===== config.mk =====
export PLATFORM = sky130hd
export DESIGN_NAME = sprite_line_fetcher_flat
export DESIGN_NICKNAME = d
export VERILOG_FILES = /design/src/rtl/sprite_line_fetcher_pkg.sv /design/src/rtl/sprite_line_fetcher_if.sv /design/src/rtl/sprite_line_fetcher_serializer.sv /design/src/rtl/sprite_line_fetcher.sv /design/src/flat_wrapper.sv
export SDC_FILE = /design/constraint.sdc
export NUM_CORES = 1
export LEC_CHECK = 0
export ABC_AREA = 1
export BUFFER_PORTS_ARGS = -buffer_cell sky130_fd_sc_hd__clkbuf_2
export CAP_MARGIN = 0
export CORE_UTILIZATION = 55
export DETAILED_ROUTE_END_ITERATION = 8
export PLACE_DENSITY = 0.81
export SLEW_MARGIN = 15
export SYNTH_ARGS = -nofsm -noshare
export SYNTH_HDL_FRONTEND = slang
export SYNTH_SLANG_ARGS = --single-unit

===== constraint.sdc =====
create_clock -name clk -period 2.7 [get_ports clk]
set_clock_uncertainty 0.05 [all_clocks]
set_input_delay 0.27 -clock clk [delete_from_list [all_inputs] [get_ports clk]]
set_output_delay 0.27 -clock clk [all_outputs]
set_load 0.005 [all_outputs]

===== src/rtl/sprite_line_fetcher_pkg.sv =====
// Shared types and sizes for the sprite line fetcher.
// Holds the line geometry, the request FSM state encoding, the request payload
// struct and the pixel byte-select helper used by the serializer.
package sprite_fetch_pkg;

  localparam int unsigned PIX_W        = 8;
  localparam int unsigned PIX_PER_LINE = 16;
  localparam int unsigned ADDR_W       = 12;
  localparam int unsigned LINE_W       = PIX_W * PIX_PER_LINE;
  localparam int unsigned PAIRS        = LINE_W / (2 * PIX_W);
  localparam int unsigned IDX_W        = 4;

  typedef enum logic [1:0] {IDLE, WAIT, SHIFT} fetch_state_t;

  typedef struct packed {
    logic [7:0] sprite;
    logic [3:0] row;
    logic       hflip;
  } sprite_req_t;

  // Pixel idx of a line in screen order; a VRAM word holds an even/odd pixel pair.
  function automatic logic [PIX_W-1:0] pick_pixel(input logic [LINE_W-1:0] line,
                                                  input logic              hflip,
                                                  input logic [IDX_W-1:0]  idx);
    logic [PAIRS-1:0][2*PIX_W-1:0] pairs;
    logic [2*PIX_W-1:0]            pair;
    logic [IDX_W-1:0]              sel;
    pairs = line;
    // 15-idx for a 4-bit index is its bitwise complement
    sel   = hflip ? ~idx : idx;
    pair  = pairs[sel[IDX_W-1:1]];
    return sel[0] ? pair[2*PIX_W-1:PIX_W] : pair[PIX_W-1:0];
  endfunction

endpackage


===== src/rtl/sprite_line_fetcher_if.sv =====
// Bundle of the fetcher's request, VRAM read and pixel stream signals.
// master: requester/renderer/VRAM side; slave: the fetcher.
//   req_*          sprite line request handshake (valid/ready)
//   vram_read_*    VRAM read address out, 128-bit line in
//   pix_*          pixel stream handshake (valid/ready) with index and last flag
//   busy           fetcher not idle
interface sprite_line_fetcher_if;
  import sprite_fetch_pkg::*;

  logic              req_valid;
  logic              req_ready;
  logic [7:0]        req_sprite;
  logic [3:0]        req_row;
  logic              req_hflip;
  logic [ADDR_W-1:0] vram_read_addr;
  logic [LINE_W-1:0] vram_read_data;
  logic              pix_valid;
  logic              pix_ready;
  logic [PIX_W-1:0]  pix_data;
  logic [IDX_W-1:0]  pix_idx;
  logic              pix_last;
  logic              busy;

  modport master (
    output req_valid, req_sprite, req_row, req_hflip, vram_read_data, pix_ready,
    input  req_ready, vram_read_addr, pix_valid, pix_data, pix_idx, pix_last, busy
  );

  modport slave (
    input  req_valid, req_sprite, req_row, req_hflip, vram_read_data, pix_ready,
    output req_ready, vram_read_addr, pix_valid, pix_data, pix_idx, pix_last, busy
  );

endinterface


===== src/rtl/sprite_line_fetcher_serializer.sv =====
// Line register(s), pixel counter, hflip byte select and pixel output handshake.
// Ports: clk, reset_n; load/load_data/load_hflip capture a line from VRAM;
// pix_ready in; pix_valid/pix_data/pix_idx/pix_last registered out;
// line_done_c is high combinationally on the edge pixel 15 is accepted.
// SPRITE_FETCH_PREFETCH_EN adds a second line buffer that swaps in without a bubble.
module sprite_line_serializer
  import sprite_fetch_pkg::*;
(
  input  logic              clk,
  input  logic              reset_n,
  input  logic              load,
  input  logic [LINE_W-1:0] load_data,
  input  logic              load_hflip,
  input  logic              pix_ready,
  output logic              pix_valid,
  output logic [PIX_W-1:0]  pix_data,
  output logic [IDX_W-1:0]  pix_idx,
  output logic              pix_last,
  output logic              line_done_c
);

  logic [LINE_W-1:0] line_q, line_n, src_line;
  logic              hflip_q, hflip_n, src_hflip, start;
  logic [IDX_W-1:0]  idx_n;
  logic [PIX_W-1:0]  data_n;
  logic              valid_n, last_n;
`ifdef SPRITE_FETCH_PREFETCH_EN
  logic [LINE_W-1:0] line2_q, line2_n;
  logic              hflip2_q, hflip2_n, full2_q, full2_n;
`endif

  assign line_done_c = pix_valid && pix_ready && (pix_idx == IDX_W'(PIX_PER_LINE - 1));

  // Next pixel selection: advance on handshake, start a new line on load or swap.
  always_comb begin
    line_n    = line_q;
    hflip_n   = hflip_q;
    idx_n     = pix_idx;
    data_n    = pix_data;
    valid_n   = pix_valid;
    last_n    = pix_last;
    start     = 1'b0;
    src_line  = load_data;
    src_hflip = load_hflip;
`ifdef SPRITE_FETCH_PREFETCH_EN
    line2_n   = line2_q;
    hflip2_n  = hflip2_q;
    full2_n   = full2_q;
`endif
    if (line_done_c) begin
      valid_n = 1'b0;
      idx_n   = '0;
      last_n  = 1'b0;
`ifdef SPRITE_FETCH_PREFETCH_EN
      if (full2_q) begin
        start     = 1'b1;
        src_line  = line2_q;
        src_hflip = hflip2_q;
        full2_n   = 1'b0;
      end else
`endif
      if (load) start = 1'b1;
    end else if (pix_valid && pix_ready) begin
      idx_n  = pix_idx + IDX_W'(1);
      last_n = (pix_idx == IDX_W'(PIX_PER_LINE - 2));
      data_n = pick_pixel(line_q, hflip_q, idx_n);
    end else if (load) begin
`ifdef SPRITE_FETCH_PREFETCH_EN
      // A line still streaming means this is the background fetch.
      if (pix_valid) begin
        line2_n  = load_data;
        hflip2_n = load_hflip;
        full2_n  = 1'b1;
      end else
`endif
      start = 1'b1;
    end
    if (start) begin
      line_n  = src_line;
      hflip_n = src_hflip;
      idx_n   = '0;
      valid_n = 1'b1;
      last_n  = 1'b0;
      data_n  = pick_pixel(src_line, src_hflip, '0);
    end
  end

  always_ff @(posedge clk or negedge reset_n) begin
    if (!reset_n) begin
      line_q    <= '0;
      hflip_q   <= 1'b0;
      pix_idx   <= '0;
      pix_data  <= '0;
      pix_valid <= 1'b0;
      pix_last  <= 1'b0;
`ifdef SPRITE_FETCH_PREFETCH_EN
      line2_q   <= '0;
      hflip2_q  <= 1'b0;
      full2_q   <= 1'b0;
`endif
    end else begin
      line_q    <= line_n;
      hflip_q   <= hflip_n;
      pix_idx   <= idx_n;
      pix_data  <= data_n;
      pix_valid <= valid_n;
      pix_last  <= last_n;
`ifdef SPRITE_FETCH_PREFETCH_EN
      line2_q   <= line2_n;
      hflip2_q  <= hflip2_n;
      full2_q   <= full2_n;
`endif
    end
  end

endmodule


===== src/rtl/sprite_line_fetcher.sv =====
// Sprite VRAM read client: accepts a sprite-line request, drives the VRAM read
// address, waits out the read latency, and hands the line to the serializer.
// Ports: clk, reset_n (async active-low), bus (sprite_line_fetcher_if.slave).
// Parameter RD_LAT: VRAM read latency in cycles from address edge to data valid.
// Build option SPRITE_FETCH_PREFETCH_EN: accept the next request while streaming
// and fetch it in the background into a second line buffer.
module sprite_line_fetcher
  import sprite_fetch_pkg::*;
#(
  parameter int unsigned RD_LAT = 1
) (
  input  logic                  clk,
  input  logic                  reset_n,
  sprite_line_fetcher_if.slave  bus
);

  localparam int unsigned LAT_W = (RD_LAT < 1) ? 1 : $clog2(RD_LAT + 1);

  fetch_state_t state, state_n;
  logic [LAT_W-1:0] lat_cnt, lat_n;
  sprite_req_t      fetch_req, fetch_req_n;
  logic             req_ready_q, req_ready_n, busy_q, busy_n;
  logic             accept_c, expire_c, in_flight_c, line_done_c;
`ifdef SPRITE_FETCH_PREFETCH_EN
  logic             fetching, fetching_n, pend, pend_n;
`endif

  assign bus.req_ready      = req_ready_q;
  assign bus.busy           = busy_q;
  assign bus.vram_read_addr = {fetch_req.sprite, fetch_req.row};

  // Next state, fetch address and latency count.
  always_comb begin
    state_n     = state;
    lat_n       = lat_cnt;
    fetch_req_n = fetch_req;
    accept_c    = bus.req_valid && req_ready_q;
`ifdef SPRITE_FETCH_PREFETCH_EN
    fetching_n  = fetching;
    pend_n      = pend;
    in_flight_c = fetching;
`else
    in_flight_c = (state == WAIT);
`endif
    // One extra cycle past RD_LAT so data is captured a full cycle after it lands.
    expire_c = in_flight_c && (lat_cnt == LAT_W'(RD_LAT));
    if (in_flight_c && !expire_c) lat_n = lat_cnt + LAT_W'(1);
    if (accept_c) begin
      fetch_req_n = '{sprite: bus.req_sprite, row: bus.req_row, hflip: bus.req_hflip};
      lat_n       = '0;
    end
    case (state)
      IDLE:  if (accept_c) state_n = WAIT;
      WAIT:  if (expire_c) state_n = SHIFT;
      SHIFT: begin
        if (line_done_c) begin
`ifdef SPRITE_FETCH_PREFETCH_EN
          if (pend) begin
            pend_n = 1'b0;
            // Background fetch not back yet: wait for it with nothing streaming.
            if (fetching && !expire_c) state_n = WAIT;
          end else begin
            state_n = accept_c ? WAIT : IDLE;
          end
`else
          state_n = IDLE;
`endif
        end
      end
      default: state_n = IDLE;
    endcase
`ifdef SPRITE_FETCH_PREFETCH_EN
    if (accept_c) fetching_n = 1'b1;
    else if (expire_c) fetching_n = 1'b0;
    if (accept_c && (state == SHIFT) && !line_done_c) pend_n = 1'b1;
`endif
    req_ready_n = (state_n == IDLE);
`ifdef SPRITE_FETCH_PREFETCH_EN
    if ((state_n == SHIFT) && !pend_n && !fetching_n) req_ready_n = 1'b1;
`endif
    busy_n = (state_n != IDLE);
  end

  always_ff @(posedge clk or negedge reset_n) begin
    if (!reset_n) begin
      state       <= IDLE;
      lat_cnt     <= '0;
      fetch_req   <= '0;
      req_ready_q <= 1'b1;
      busy_q      <= 1'b0;
`ifdef SPRITE_FETCH_PREFETCH_EN
      fetching    <= 1'b0;
      pend        <= 1'b0;
`endif
    end else begin
      state       <= state_n;
      lat_cnt     <= lat_n;
      fetch_req   <= fetch_req_n;
      req_ready_q <= req_ready_n;
      busy_q      <= busy_n;
`ifdef SPRITE_FETCH_PREFETCH_EN
      fetching    <= fetching_n;
      pend        <= pend_n;
`endif
    end
  end

  sprite_line_serializer u_ser (
    .clk         (clk),
    .reset_n     (reset_n),
    .load        (expire_c),
    .load_data   (bus.vram_read_data),
    .load_hflip  (fetch_req.hflip),
    .pix_ready   (bus.pix_ready),
    .pix_valid   (bus.pix_valid),
    .pix_data    (bus.pix_data),
    .pix_idx     (bus.pix_idx),
    .pix_last    (bus.pix_last),
    .line_done_c (line_done_c)
  );

endmodule


===== src/flat_wrapper.sv =====
// flat-port wrapper written by rule: the top's interface ports become plain ports
module sprite_line_fetcher_flat import sprite_fetch_pkg::*;
#(
  parameter int unsigned RD_LAT = 1
)
  (clk, reset_n, bus_req_valid, bus_req_sprite, bus_req_row, bus_req_hflip, bus_vram_read_data, bus_pix_ready, bus_req_ready, bus_vram_read_addr, bus_pix_valid, bus_pix_data, bus_pix_idx, bus_pix_last, bus_busy);
  sprite_line_fetcher_if bus_i ();
  input  logic clk;
  input  logic reset_n;
  input wire logic [$bits(bus_i.req_valid)-1:0] bus_req_valid;
  input wire logic [$bits(bus_i.req_sprite)-1:0] bus_req_sprite;
  input wire logic [$bits(bus_i.req_row)-1:0] bus_req_row;
  input wire logic [$bits(bus_i.req_hflip)-1:0] bus_req_hflip;
  input wire logic [$bits(bus_i.vram_read_data)-1:0] bus_vram_read_data;
  input wire logic [$bits(bus_i.pix_ready)-1:0] bus_pix_ready;
  output wire logic [$bits(bus_i.req_ready)-1:0] bus_req_ready;
  output wire logic [$bits(bus_i.vram_read_addr)-1:0] bus_vram_read_addr;
  output wire logic [$bits(bus_i.pix_valid)-1:0] bus_pix_valid;
  output wire logic [$bits(bus_i.pix_data)-1:0] bus_pix_data;
  output wire logic [$bits(bus_i.pix_idx)-1:0] bus_pix_idx;
  output wire logic [$bits(bus_i.pix_last)-1:0] bus_pix_last;
  output wire logic [$bits(bus_i.busy)-1:0] bus_busy;
  assign bus_i.req_valid = bus_req_valid;
  assign bus_i.req_sprite = bus_req_sprite;
  assign bus_i.req_row = bus_req_row;
  assign bus_i.req_hflip = bus_req_hflip;
  assign bus_i.vram_read_data = bus_vram_read_data;
  assign bus_i.pix_ready = bus_pix_ready;
  assign bus_req_ready = bus_i.req_ready;
  assign bus_vram_read_addr = bus_i.vram_read_addr;
  assign bus_pix_valid = bus_i.pix_valid;
  assign bus_pix_data = bus_i.pix_data;
  assign bus_pix_idx = bus_i.pix_idx;
  assign bus_pix_last = bus_i.pix_last;
  assign bus_busy = bus_i.busy;
  sprite_line_fetcher #(.RD_LAT(RD_LAT)) u_core (.clk(clk), .reset_n(reset_n), .bus(bus_i));
endmodule

==> results of run 1 <==
-- routing by layer --
metal / wire length, microns / global-route usage [%]
met5: 0 / 0
met4: 492 / 11.1
met3: 1650 / 6.58
met2: 10100 / 50.4
met1: 9060 / 41.1
-- power groups by stage --
stage	sequential [mW]	combinational (mW)	clock [mW]
after global placement	2.88	3.21	0
after floorplan	2.85	2.40	0
final	2.86	3.39	2.48
after detailed placement	2.89	3.24	0
after CTS	2.85	3.34	2.50
after global routing	2.88	3.83	2.61
-- state kept, by name (all words and copies together) (netlist names), 2 cells and up --
name	count
u_core.state	2
u_core.bus.vram_read_addr	12
u_core.u_ser.pix_data	8
u_core.u_ser.pix_idx	4
u_core.u_ser.line_q	128
-- worst max path at each step --
stage                                                    from                                   end  slack [ps]  depth (start not counted)
final                     u_core.u_ser.pix_idx[1]$_DFFE_PN0P_  u_core.u_ser.pix_data[1]$_DFFE_PN0P_         290                         13
after global routing      u_core.u_ser.pix_idx[1]$_DFFE_PN0P_  u_core.u_ser.pix_data[1]$_DFFE_PN0P_          70                         13
after CTS                 u_core.u_ser.pix_idx[1]$_DFFE_PN0P_  u_core.u_ser.pix_data[1]$_DFFE_PN0P_         320                         13
after detailed placement  u_core.u_ser.pix_idx[1]$_DFFE_PN0P_  u_core.u_ser.pix_data[1]$_DFFE_PN0P_         340                         13
after global placement    u_core.u_ser.pix_idx[1]$_DFFE_PN0P_  u_core.u_ser.pix_data[1]$_DFFE_PN0P_         390                         12
after floorplan           u_core.u_ser.pix_idx[0]$_DFFE_PN0P_  u_core.u_ser.pix_data[1]$_DFFE_PN0P_         740                         15
-- stage by stage --
stage | instance area [sq um] | utilization [%] | worst slack [ps] | total power, mW | cells
after CTS | 9920 | 71.7 | 325 | 8.68 | 1421
after detailed placement | 8690 | 62.8 | 345 | 6.14 | 1328
after floorplan | 7790 | - | 737 | 5.25 | 1019
after global routing | 9920 | 71.7 | 71.3 | 9.32 | 1421
after global placement | 8690 | 62.8 | 386 | 6.09 | 1328
final | 9920 | 71.7 | 288 | 8.73 | 1421
-- worst max-delay path, delay by kind of cell, from the launching register on --
family / cells / cell delay, ps
AO/OA/AOI/OAI: 1 / 90
buffers and inverters: 2 / 370
AND/OR/NAND/NOR: 9 / 1010
adder cells (fa/ha/maj): 1 / 370
flip-flops: 1 / 460
-- synthesized netlist by cell type (2+ instances only) --
cell type	instances	area share (%)
nand2_1	536	26
dfrtp_1	160	51
o21ai_0	78	5.0
nand3_1	59	3.8
inv_1	55	2.7
buf_2	27	1.7
a21oi_1	15	0.96
buf_4	13	1.3
o21ai_1	9	0.58
buf_6	8	1.2
clkbuf_1	8	0.39
nand3_2	8	1.0
nand2_2	7	0.56
o211ai_1	7	0.67
inv_2	5	0.24
nor2_1	5	0.24
nand2_4	3	0.43
ha_1	2	0.32
o22ai_1	2	0.16
-- kinds of logic after synthesis --
kind of cell / count (synthesis)
AND/OR/NAND/NOR: 621
flip-flops: 161
buffers and inverters: 118
AO/OA/AOI/OAI: 116
adder cells (fa/ha/maj): 2
XOR/XNOR: 1
-- placed cells by master (no fill, tap or decap), drive strengths merged --
cell type	count
buf	14
inv	61
o22ai	2
clkbuf	191
nand3	67
bufinv	3
o31ai	1
o211ai	7
dfstp	1
nand2	546
nor2	6
dlygate4sd3	61
a21oi	16
ha	2
nand4	2
clkinvlp	2
clkinv	8
xor2	1
dfrtp	160
o211a	1
o21ai	87
a22oi	1
o21a	1
-- area by class of cell --
cell class / count / share of cell area (%)
clock buffer: 20 / 4.61
clock inverter: 12 / 1.60
inverter: 62 / 2.37
multi-input combinational: 740 / 32.0
sequential: 161 / 40.6
tap: 180 / 2.27
timing repair buffer: 246 / 16.5
==> results.sh, run 1 <==
export IMPL_timing_fmax_mhz=415
export IMPL_ys_async_sr_fraction_pct=100
export IMPL_cts_hold_buf=61
export IMPL_yosysWarningCount=0
export IMPL_power_density_mw_per_mm2=880
export IMPL_clockPowerShare_pct=28.5
export IMPL_synth_edf_count=0
export IMPL_track_usage_pct=31.0
export IMPL_synth_distinct_cells=31
export IMPL_syn_area_sq_mm=0.00779
export IMPL_cts_made_buffers=17
export IMPL_cts_max_path_buffers=2
export IMPL_drcViolationCount=0
export IMPL_ant_nets=0
export IMPL_final_fill_count=1049
export IMPL_clkTransAtPathRegs_ps=60
export IMPL_nets=1375
export IMPL_fin_crit_sh_pct=89.3
export IMPL_synth_net_count=1166
export IMPL_final_max_slew_viol_count=0
export IMPL_vias_per_cell=5.26
export IMPL_cts_tree="done"
export IMPL_cp_max_fo=49
export IMPL_yosys_area_share_simple_pct=32.3
export IMPL_cts_num_sinks=161
export IMPL_worst_ep_arrival_time_ps=2730
export IMPL_n_antenna_cell=0
export IMPL_antenna_found_initial=0
export IMPL_ys_ff_latch=161
export IMPL_rows=43
export IMPL_setup_viol=0
export IMPL_gp_routability_congestion=0.905
export IMPL_start_kind="register"
export IMPL_fp_dieW_microns=121
export IMPL_cts_setup_buffers=0
export IMPL_register_area_sq_mm=0.00403
export IMPL_h_tree_depth=4
export IMPL_grt_pass1_vias=7151
export IMPL_critPathRequiredTime_ps=3020
export IMPL_worst_pin_slew_ps=585
export IMPL_end_kind="register"
export IMPL_dp_final_hpwl_mm=14.2
export IMPL_final_hold_viol_count=1
export IMPL_hp_class="input port to register"
export IMPL_drt_wl_total_mm=21.3
export IMPL_hp_start="bus_vram_read_data[101]"
export IMPL_synth_fa_ha_area_share_pct=0.321
export IMPL_ys_seq_area_share_pct=51.7
export IMPL_initial_core_util_pct=56.3
export IMPL_clk_latency_ps=430
export IMPL_core_area_sq_mm=0.0138
export IMPL_netlist_instances=1019
export IMPL_cts_resized=0
export IMPL_dieArea_sq_mm=0.0146
export IMPL_post_drt_wl_per_cell_microns=15.0
export IMPL_setup_tns_ps=0
export IMPL_status="finished, violations left"
export IMPL_grt_setup_unrepaired="false"
export IMPL_multi_input_area_sq_mm=0.00317
export IMPL_pin_count=173
export IMPL_cts_root_buf="clkbuf_16"
export IMPL_grt_ovfl_total=0
export IMPL_reg2reg_from="u_core.u_ser.pix_idx[1]$_DFFE_PN0P_"
export IMPL_p_sw_share_pct=38.7
export IMPL_ir_drop_uv=516
export IMPL_grt_pass1_wl_mm=34.7
export IMPL_cap_viol_max_count=0
export IMPL_synth_top_family_by_area="simple AND/OR/NAND/NOR gates"
export IMPL_r2r_end="u_core.u_ser.pix_data[1]$_DFFE_PN0P_"
export IMPL_synth_xor_area_share_pct=0.209
export IMPL_muxShareOfSynthArea_pct=0
export IMPL_cellLeakagePower_nw=5.31
export IMPL_fp_dieH_microns=121
export IMPL_place_port_buffers=172
export IMPL_p_sw_mw=3.38
export IMPL_vias=7477
export IMPL_drive_above_1_share_pct=19.7
export IMPL_area_growth_pct=27.3
export IMPL_worstPathCellList="ha_1, inv_1, nand2_2, nand2_4, buf_4, nand2_1, o21ai_0, nand2_1, nand3_1, nand3_1, nand3_1, nand2_1, nand2_1"
export IMPL_rrSetupSlack_ps=290
export IMPL_min_to="u_core.u_ser.line_q[101]$_DFFE_PN0P_"
export IMPL_pwr_share_seq_pct=32.8
export IMPL_crit_type="register to register"
export IMPL_first_pass_iters=7
export IMPL_violations="negative hold slack"
export IMPL_holdPathStages=3
export IMPL_internal_power_mw=5.35
export IMPL_p_comb_share_pct=38.8
export IMPL_drtIter0Drc=699
export IMPL_slowest_stage="dfrtp_1"
export IMPL_yosys_most_used_dff="dfrtp_1"
export IMPL_grt_max_degree=89
export IMPL_synth_compound_area_share_pct=7.92
export IMPL_maxSlewHeadroom_pct=61.0
export IMPL_critPathMostFrequentCell="nand2_1"
export IMPL_fin_crit_ps=2410
export IMPL_slowest_delay_ps=460
export IMPL_whs_ps=-0.936
export IMPL_reg2reg_depth=13
export IMPL_avgSynthCellArea_sq_um=7.64
Note: power is estimated with default switching activity, not from simulation.
==> inputs of run 2 (changes only) <==
Settings changed: REMOVE_ABC_BUFFERS from default to 1.
==> run 2 against run 1 <==
Effect of this change: the run now ends clean; critical path type unchanged; critical path depth fell by 2; critical endpoint is now u_core.u_ser.pix_data[2]$_DFFE_PN0P_; combinational power is essentially flat; largest power group unchanged; via count grew 0.58%; first-iteration DRC count fell by 11%; global-route usage decreased by 0.38 points; sequential power is essentially flat; total power decreased by 0.54%; count of clock-buffer cells in the layout shrank 3; cell count increased by 1.1%; register-to-register slack worse by 40 ps; clock power barely moved.
==> results.sh, run 2 (synthesized netlist as in run 1, its figures left out) <==
export IMPL_ant_nets=0
export IMPL_final_max_slew_viol_count=0
export IMPL_report_power_total_mw=8.68
export IMPL_rows=43
export IMPL_cts_num_sinks=161
export IMPL_nets=1390
export IMPL_dieArea_sq_mm=0.0146
export IMPL_setup_viol=0
export IMPL_pin_count=173
export IMPL_grt_ovfl_total=0
export IMPL_maxSlewHeadroom_pct=55.7
export IMPL_grt_max_degree=66
export IMPL_reg2reg_depth=11
export IMPL_worst_ep_arrival_time_ps=2760
export IMPL_slowest_stage="dfrtp_1"
export IMPL_clk_latency_ps=430
export IMPL_fin_crit_ps=2450
export IMPL_core_area_sq_mm=0.0138
export IMPL_multi_input_area_sq_mm=0.00318
export IMPL_cts_root_buf="clkbuf_16"
export IMPL_final_hold_viol_count=0
export IMPL_status="complete, no violations"
export IMPL_hp_start="bus_vram_read_data[99]"
export IMPL_critPathRequiredTime_ps=3020
export IMPL_cts_max_path_buffers=2
export IMPL_largest_reg_flops=128
export IMPL_final_fill_count=1043
export IMPL_cap_viol_max_count=0
export IMPL_track_usage_pct=30.6
export IMPL_max_flop_register="u_core.u_ser.line_q"
export IMPL_r2r_end="u_core.u_ser.pix_data[2]$_DFFE_PN0P_"
export IMPL_internal_power_mw=5.26
export IMPL_worstPathCellList="ha_1, nand2_1, nand3_2, nand2_4, inv_2, nand2_1, nand3_1, nand3_1, nand3_1, nand2_1, nand2_1"
export IMPL_gp_routability_congestion=0.879
export IMPL_h_tree_depth=4
export IMPL_end_kind="register"
export IMPL_p_sw_mw=3.42
export IMPL_final_cells=1437
export IMPL_clockPowerShare_pct=28.2
export IMPL_place_area_sq_mm=0.00870
export IMPL_vias_per_cell=5.23
export IMPL_cts_made_buffers=17
export IMPL_clkTransAtPathRegs_ps=70
export IMPL_post_drt_wl_per_cell_microns=14.8
export IMPL_worst_pin_slew_ps=663
export IMPL_rrSetupSlack_ps=250
export IMPL_hp_class="input port to register"
export IMPL_drcViolationCount=0
export IMPL_dp_cells=1332
export IMPL_drt_wl_total_mm=21.2
export IMPL_cellLeakagePower_nw=5.35
export IMPL_antenna_found_initial=1
export IMPL_final_cell_mix="nand2_1, clkbuf_2, dfrtp_1"
export IMPL_drive_above_1_share_pct=19.9
export IMPL_grt_pass1_wl_mm=34.5
export IMPL_register_area_sq_mm=0.00403
export IMPL_place_port_buffers=172
export IMPL_crit_type="register to register"
export IMPL_fp_dieW_microns=121
export IMPL_grt_setup_unrepaired="false"
export IMPL_min_to="u_core.u_ser.line_q[99]$_DFFE_PN0P_"
export IMPL_fin_crit_sh_pct=90.7
export IMPL_grt_pass1_vias=7304
export IMPL_ir_drop_uv=682
export IMPL_p_sw_share_pct=39.4
export IMPL_cts_tree="done"
export IMPL_holdPathStages=3
export IMPL_setup_tns_ps=0
export IMPL_slowest_delay_ps=520
export IMPL_power_density_mw_per_mm2=866
export IMPL_timing_fmax_mhz=408
export IMPL_final_area_sq_mm=0.0100
export IMPL_cp_max_fo=32
export IMPL_initial_core_util_pct=56.3
export IMPL_p_comb_share_pct=38.7
export IMPL_pwr_share_seq_pct=33.1
export IMPL_critPathMostFrequentCell="nand2_1"
export IMPL_area_growth_pct=28.7
export IMPL_drtIter0Drc=623
export IMPL_vias=7520
export IMPL_layout_commonest_cell="nand2_1"
export IMPL_fp_dieH_microns=121
export IMPL_start_kind="register"
export IMPL_dp_final_hpwl_mm=13.2
export IMPL_first_pass_iters=6
export IMPL_reg2reg_from="u_core.u_ser.pix_idx[0]$_DFFE_PN0P_"
==> run 2: repair_timing <==
action	CTS	global route
buffers inserted	0	0
endpoints found under the setup margin	0	1
hold endpoints to repair	132	0
resized for setup	0	1
hold buffers	72	0
==> run 2: worst max-delay path: cells and delay by family, from the launching register on <==
kind	cells	cell delay (ps)
AND/OR/NAND/NOR	9	1000
flip-flops	1	520
buffers and inverters	1	490
adder cells (fa/ha/maj)	1	310
==> run 2: final cells by class <==
| type | instances | area share (%) |
|---|---|---|
| multi-input cells | 740 | 31.7 |
| clock inverters | 15 | 1.73 |
| well taps | 180 | 2.25 |
| diodes | 1 | 0.0250 |
| flip-flops and latches | 161 | 40.2 |
| clock buffers | 17 | 4.24 |
| repair buffers | 261 | 17.5 |
| inverters | 62 | 2.36 |
==> run 2: how the worst max path moves through the flow <==
stage	from	endpoint	cells after the start
2_1_floorplan	u_core.u_ser.pix_idx[0]$_DFFE_PN0P_	u_core.u_ser.pix_data[0]$_DFFE_PN0P_	10
3_3_place_gp	u_core.u_ser.pix_idx[0]$_DFFE_PN0P_	u_core.u_ser.pix_data[7]$_DFFE_PN0P_	14
3_5_place_dp	u_core.u_ser.pix_idx[0]$_DFFE_PN0P_	u_core.u_ser.pix_data[7]$_DFFE_PN0P_	14
4_1_cts	u_core.u_ser.pix_idx[0]$_DFFE_PN0P_	u_core.u_ser.pix_data[2]$_DFFE_PN0P_	11
5_1_grt	u_core.u_ser.pix_idx[0]$_DFFE_PN0P_	u_core.u_ser.pix_data[7]$_DFFE_PN0P_	14
6_report	u_core.u_ser.pix_idx[0]$_DFFE_PN0P_	u_core.u_ser.pix_data[2]$_DFFE_PN0P_	11
==> run 2: per-stage QoR <==
stage	worst slack (ps)	hold slack (ps)	utilization, %
finish	251	2.65	72.5
global route	31.3	12.2	72.5
CTS	236	0.241	72.4
detailed placement	292	244	62.9
global placement	351	248	62.9
floorplan	-1780	-75.6	-
==> run 2: routing by layer <==
layer / part of all wire (%) / global-route usage (%) / vias to the layer above / routed length, microns
met5: 0 / 0 / - / 0
met4: 2.4 / 12.0 / 0 / 515
met3: 7.0 / 6.81 / 40 / 1490
met2: 49 / 50.3 / 296 / 10400
met1: 42 / 39.4 / 3561 / 8820
li1: - / - / 3623 / -
==> run 2: power groups by stage <==
stage | registers, mW | clock network, mW | logic, mW
global route | 2.90 | 2.57 | 3.77
finish | 2.87 | 2.45 | 3.36
floorplan | 2.87 | 0 | 2.04
CTS | 2.86 | 2.47 | 3.31
detailed placement | 2.90 | 0 | 3.20
global placement | 2.90 | 0 | 3.13
==> inputs of run 3 (changes only) <==
Settings changed: ABC_AREA 1 to default, PLACE_DENSITY 0.81 to 0.8.
==> run 3 against run 2 <==
Effect of this change: synthesized cell count is 42% lower; critical path depth shrank 3; sequential power is 3% lower; first-iteration DRC count is 19% lower; routed wire length shrank 11%; count of clock-buffer cells in the layout is 6 higher; die area is 3.4% higher; critical path type unchanged; critical endpoint is now u_core.u_ser.pix_data[4]$_DFFE_PN0P_; largest power group unchanged.
==> results.sh, run 3 <==
export IMPL_vias=5697
export IMPL_synth_xor_area_share_pct=1.27
export IMPL_cts_root_buf="clkbuf_16"
export IMPL_final_area_sq_mm=0.00977
export IMPL_core_area_sq_mm=0.0141
export IMPL_pin_count=173
export IMPL_ys_top_cells_by_area="dfrtp_1, mux2_2, mux4_2, mux4_1, mux2i_1"
export IMPL_drcViolationCount=0
export IMPL_place_area_sq_mm=0.00915
export IMPL_startpoint="u_core.u_ser.pix_idx[0]$_DFFE_PN0P_"
export IMPL_cts_tree="done"
export IMPL_clkTransAtPathRegs_ps=60
export IMPL_setup_viol=0
export IMPL_cap_viol_max_count=0
export IMPL_yosys_most_used_dff="dfrtp_1"
export IMPL_ir_drop_uv=582
export IMPL_cp_max_fo=19
export IMPL_reg2reg_depth=8
export IMPL_ys_async_sr_fraction_pct=100
export IMPL_fin_crit_sh_pct=93.1
export IMPL_synth_fa_ha_area_share_pct=0.311
export IMPL_muxShareOfSynthArea_pct=33.7
export IMPL_yosysWarningCount=0
export IMPL_p_sw_mw=2.57
export IMPL_rrSetupSlack_ps=190
export IMPL_p_sw_share_pct=32.1
export IMPL_grt_pass1_wl_mm=29.7
export IMPL_yosysTopAreaCellShare_pct=49.7
export IMPL_area_growth_pct=21.2
export IMPL_final_hold_viol_count=0
export IMPL_end_kind="register"
export IMPL_track_usage_pct=26.5
export IMPL_fp_dieW_microns=123
export IMPL_ant_nets=0
export IMPL_rows=43
export IMPL_grt_setup_unrepaired="false"
export IMPL_timing_fmax_mhz=398
export IMPL_worst_pin_slew_ps=941
export IMPL_worst_ep_arrival_time_ps=2770
export IMPL_nets=920
export IMPL_hp_class="input port to register"
export IMPL_cts_num_sinks=161
export IMPL_drive_above_1_share_pct=51.5
export IMPL_syn_area_sq_mm=0.00806
export IMPL_antenna_found_initial=0
export IMPL_internal_power_mw=5.45
export IMPL_r2r_end="u_core.u_ser.pix_data[4]$_DFFE_PN0P_"
export IMPL_clk_latency_ps=430
export IMPL_ys_seq_area_share_pct=50.0
export IMPL_final_cell_mix="clkbuf_2, dfrtp_1, mux2_2"
export IMPL_dieArea_sq_mm=0.0151
export IMPL_synth_distinct_cells=51
export IMPL_dp_final_hpwl_mm=13.5
export IMPL_first_pass_iters=5
export IMPL_synth_common_cells="dfrtp_1, mux2_2, nand2_1"
export IMPL_crit_type="register to register"
export IMPL_critPathRequiredTime_ps=2950
export IMPL_final_max_slew_viol_count=0
export IMPL_place_port_buffers=172
export IMPL_p_comb_share_pct=37.0
export IMPL_reg2reg_from="u_core.u_ser.pix_idx[0]$_DFFE_PN0P_"
export IMPL_max_flop_register="u_core.u_ser.line_q"
export IMPL_fin_crit_ps=2510
export IMPL_drt_wl_total_mm=18.8
export IMPL_grt_ovfl_total=0
export IMPL_setup_tns_ps=0
export IMPL_layout_commonest_cell="clkbuf_2"
export IMPL_clockPowerShare_pct=28.4
export IMPL_netlist_instances=591
export IMPL_maxSlewHeadroom_pct=36.9
export IMPL_grt_max_degree=109
export IMPL_synth_top_cell_by_area="dfrtp_1"
export IMPL_pwr_share_seq_pct=34.6
export IMPL_report_power_total_mw=8.02
export IMPL_final_cells=966
export IMPL_synth_edf_count=0
export IMPL_cts_max_path_buffers=2
export IMPL_drtIter0Drc=507
export IMPL_crit_end="u_core.u_ser.pix_data[4]$_DFFE_PN0P_"
export IMPL_power_density_mw_per_mm2=822
export IMPL_post_drt_wl_per_cell_microns=19.5
export IMPL_status="complete, no violations"
export IMPL_cts_made_buffers=17
export IMPL_n_antenna_cell=0
export IMPL_ys_ff_latch=161
export IMPL_largest_reg_flops=128
export IMPL_initial_core_util_pct=57.2
export IMPL_avgSynthCellArea_sq_um=13.6
export IMPL_vias_per_cell=5.90
export IMPL_finish_utilization_pct=69.3
export IMPL_grt_pass1_vias=5688
export IMPL_slowest_stage="mux4_1"
export IMPL_gp_routability_congestion=0.869
export IMPL_synthMostInstantiatedCell="dfrtp_1"
export IMPL_worstPathCellList="ha_1, xnor2_4, buf_12, mux4_1, mux2i_1, o22ai_1, a211oi_1, a21oi_1"
export IMPL_start_kind="register"
export IMPL_synth_top_family_by_area="multiplexers"
export IMPL_fp_dieH_microns=123
export IMPL_h_tree_depth=4
export IMPL_dp_cells=929
export IMPL_cellLeakagePower_nw=4.38
export IMPL_final_fill_count=1008
export IMPL_slowest_delay_ps=560
export IMPL_synth_compound_area_share_pct=5.67
export IMPL_yosys_area_share_simple_pct=5.84
-- run 3: cell types whose count changed after synthesis, sizes merged, moves of 5 or more --
cell and delta:
o21ai -76, mux2i +27, mux4 +35, inv -57
nor2 +10, a211oi +15, buf -23, and2 +5
mux2 +142, o211ai -6, nand2 -482, nand3 -55
o22ai +5
-- run 3: layer usage --
layer | GRT usage, % | wire length [microns] | part of all wire [%]
met5 | 0 | 0 | 0
met4 | 7.23 | 255 | 1.4
met2 | 43.4 | 9360 | 50
met3 | 6.92 | 1450 | 7.7
met1 | 35.2 | 7780 | 41
-- run 3: kinds of logic after synthesis --
kind of cell               Yosys count
AOI/OAI and AO/OA                   68
buffers and inverters               41
muxes                              204
DFF                                161
adders and majority gates            2
and+or+nand+nor                    108
xor gates and xnor gates             7
-- run 3: power groups by stage --
stage	clock, mW	sequential (mW)	combinational [mW]
2_1_floorplan	0	2.80	1.85
3_3_place_gp	0	2.80	2.76
3_5_place_dp	0	2.81	2.83
4_1_cts	2.32	2.77	2.86
5_1_grt	2.42	2.80	3.21
6_report	2.28	2.78	2.97
-- run 3: worst max-delay path, delay by kind of cell, from the launching register on --
family | cells | cell delay (ps)
AO/OA/AOI/OAI | 3 | 460
XOR/XNOR | 1 | 270
adder cells (fa/ha/maj) | 1 | 310
buffers and inverters | 1 | 220
flip-flops | 1 | 380
multiplexers | 2 | 700
-- run 3: repair_timing --
| item | in CTS | in global routing |
|---|---|---|
| endpoints found under the hold margin | 39 | 0 |
| setup buffers | 0 | 4 |
| setup endpoints to repair | 0 | 4 |
| hold buffers | 1 | 0 |
| resized for setup | 0 | 1 |
-- run 3: per-stage QoR --
stage | worst slack [ps] | hold WS, ps
floorplan | -4970 | -75.6
CTS | 102 | 11.2
finish | 185 | 22.6
detailed placement | 121 | 156
global placement | 198 | 147
global route | 16.5 | 13.5
-- run 3: final cells by class --
type | count | area, sq um | share of cell area, %
clock inverters | 9 | 81.3 | 0.833
clock buffers | 23 | 478 | 4.89
flip-flops and latches | 161 | 4030 | 41.3
multi-input cells | 389 | 3790 | 38.9
inverters | 4 | 15.0 | 0.154
well taps | 180 | 225 | 2.31
repair buffers | 200 | 1140 | 11.7
-- run 3: how the worst min path moves through the flow --
stage | slack (ps) | endpoint | startpoint | depth (start not counted)
floorplan | -80 | u_core.bus.busy$_DFF_PN0_ | reset_n | 0
global placement | 150 | u_core.u_ser.line_q[63]$_DFFE_PN0P_ | reset_n | 1
detailed placement | 160 | u_core.u_ser.line_q[31]$_DFFE_PN0P_ | reset_n | 1
CTS | 10 | u_core.u_ser.line_q[45]$_DFFE_PN0P_ | bus_vram_read_data[45] | 2
global route | 10 | u_core.bus.vram_read_addr[0]$_DFFE_PN0P_ | bus_req_row[0] | 2
finish | 20 | u_core.u_ser.line_q[45]$_DFFE_PN0P_ | bus_vram_read_data[45] | 2
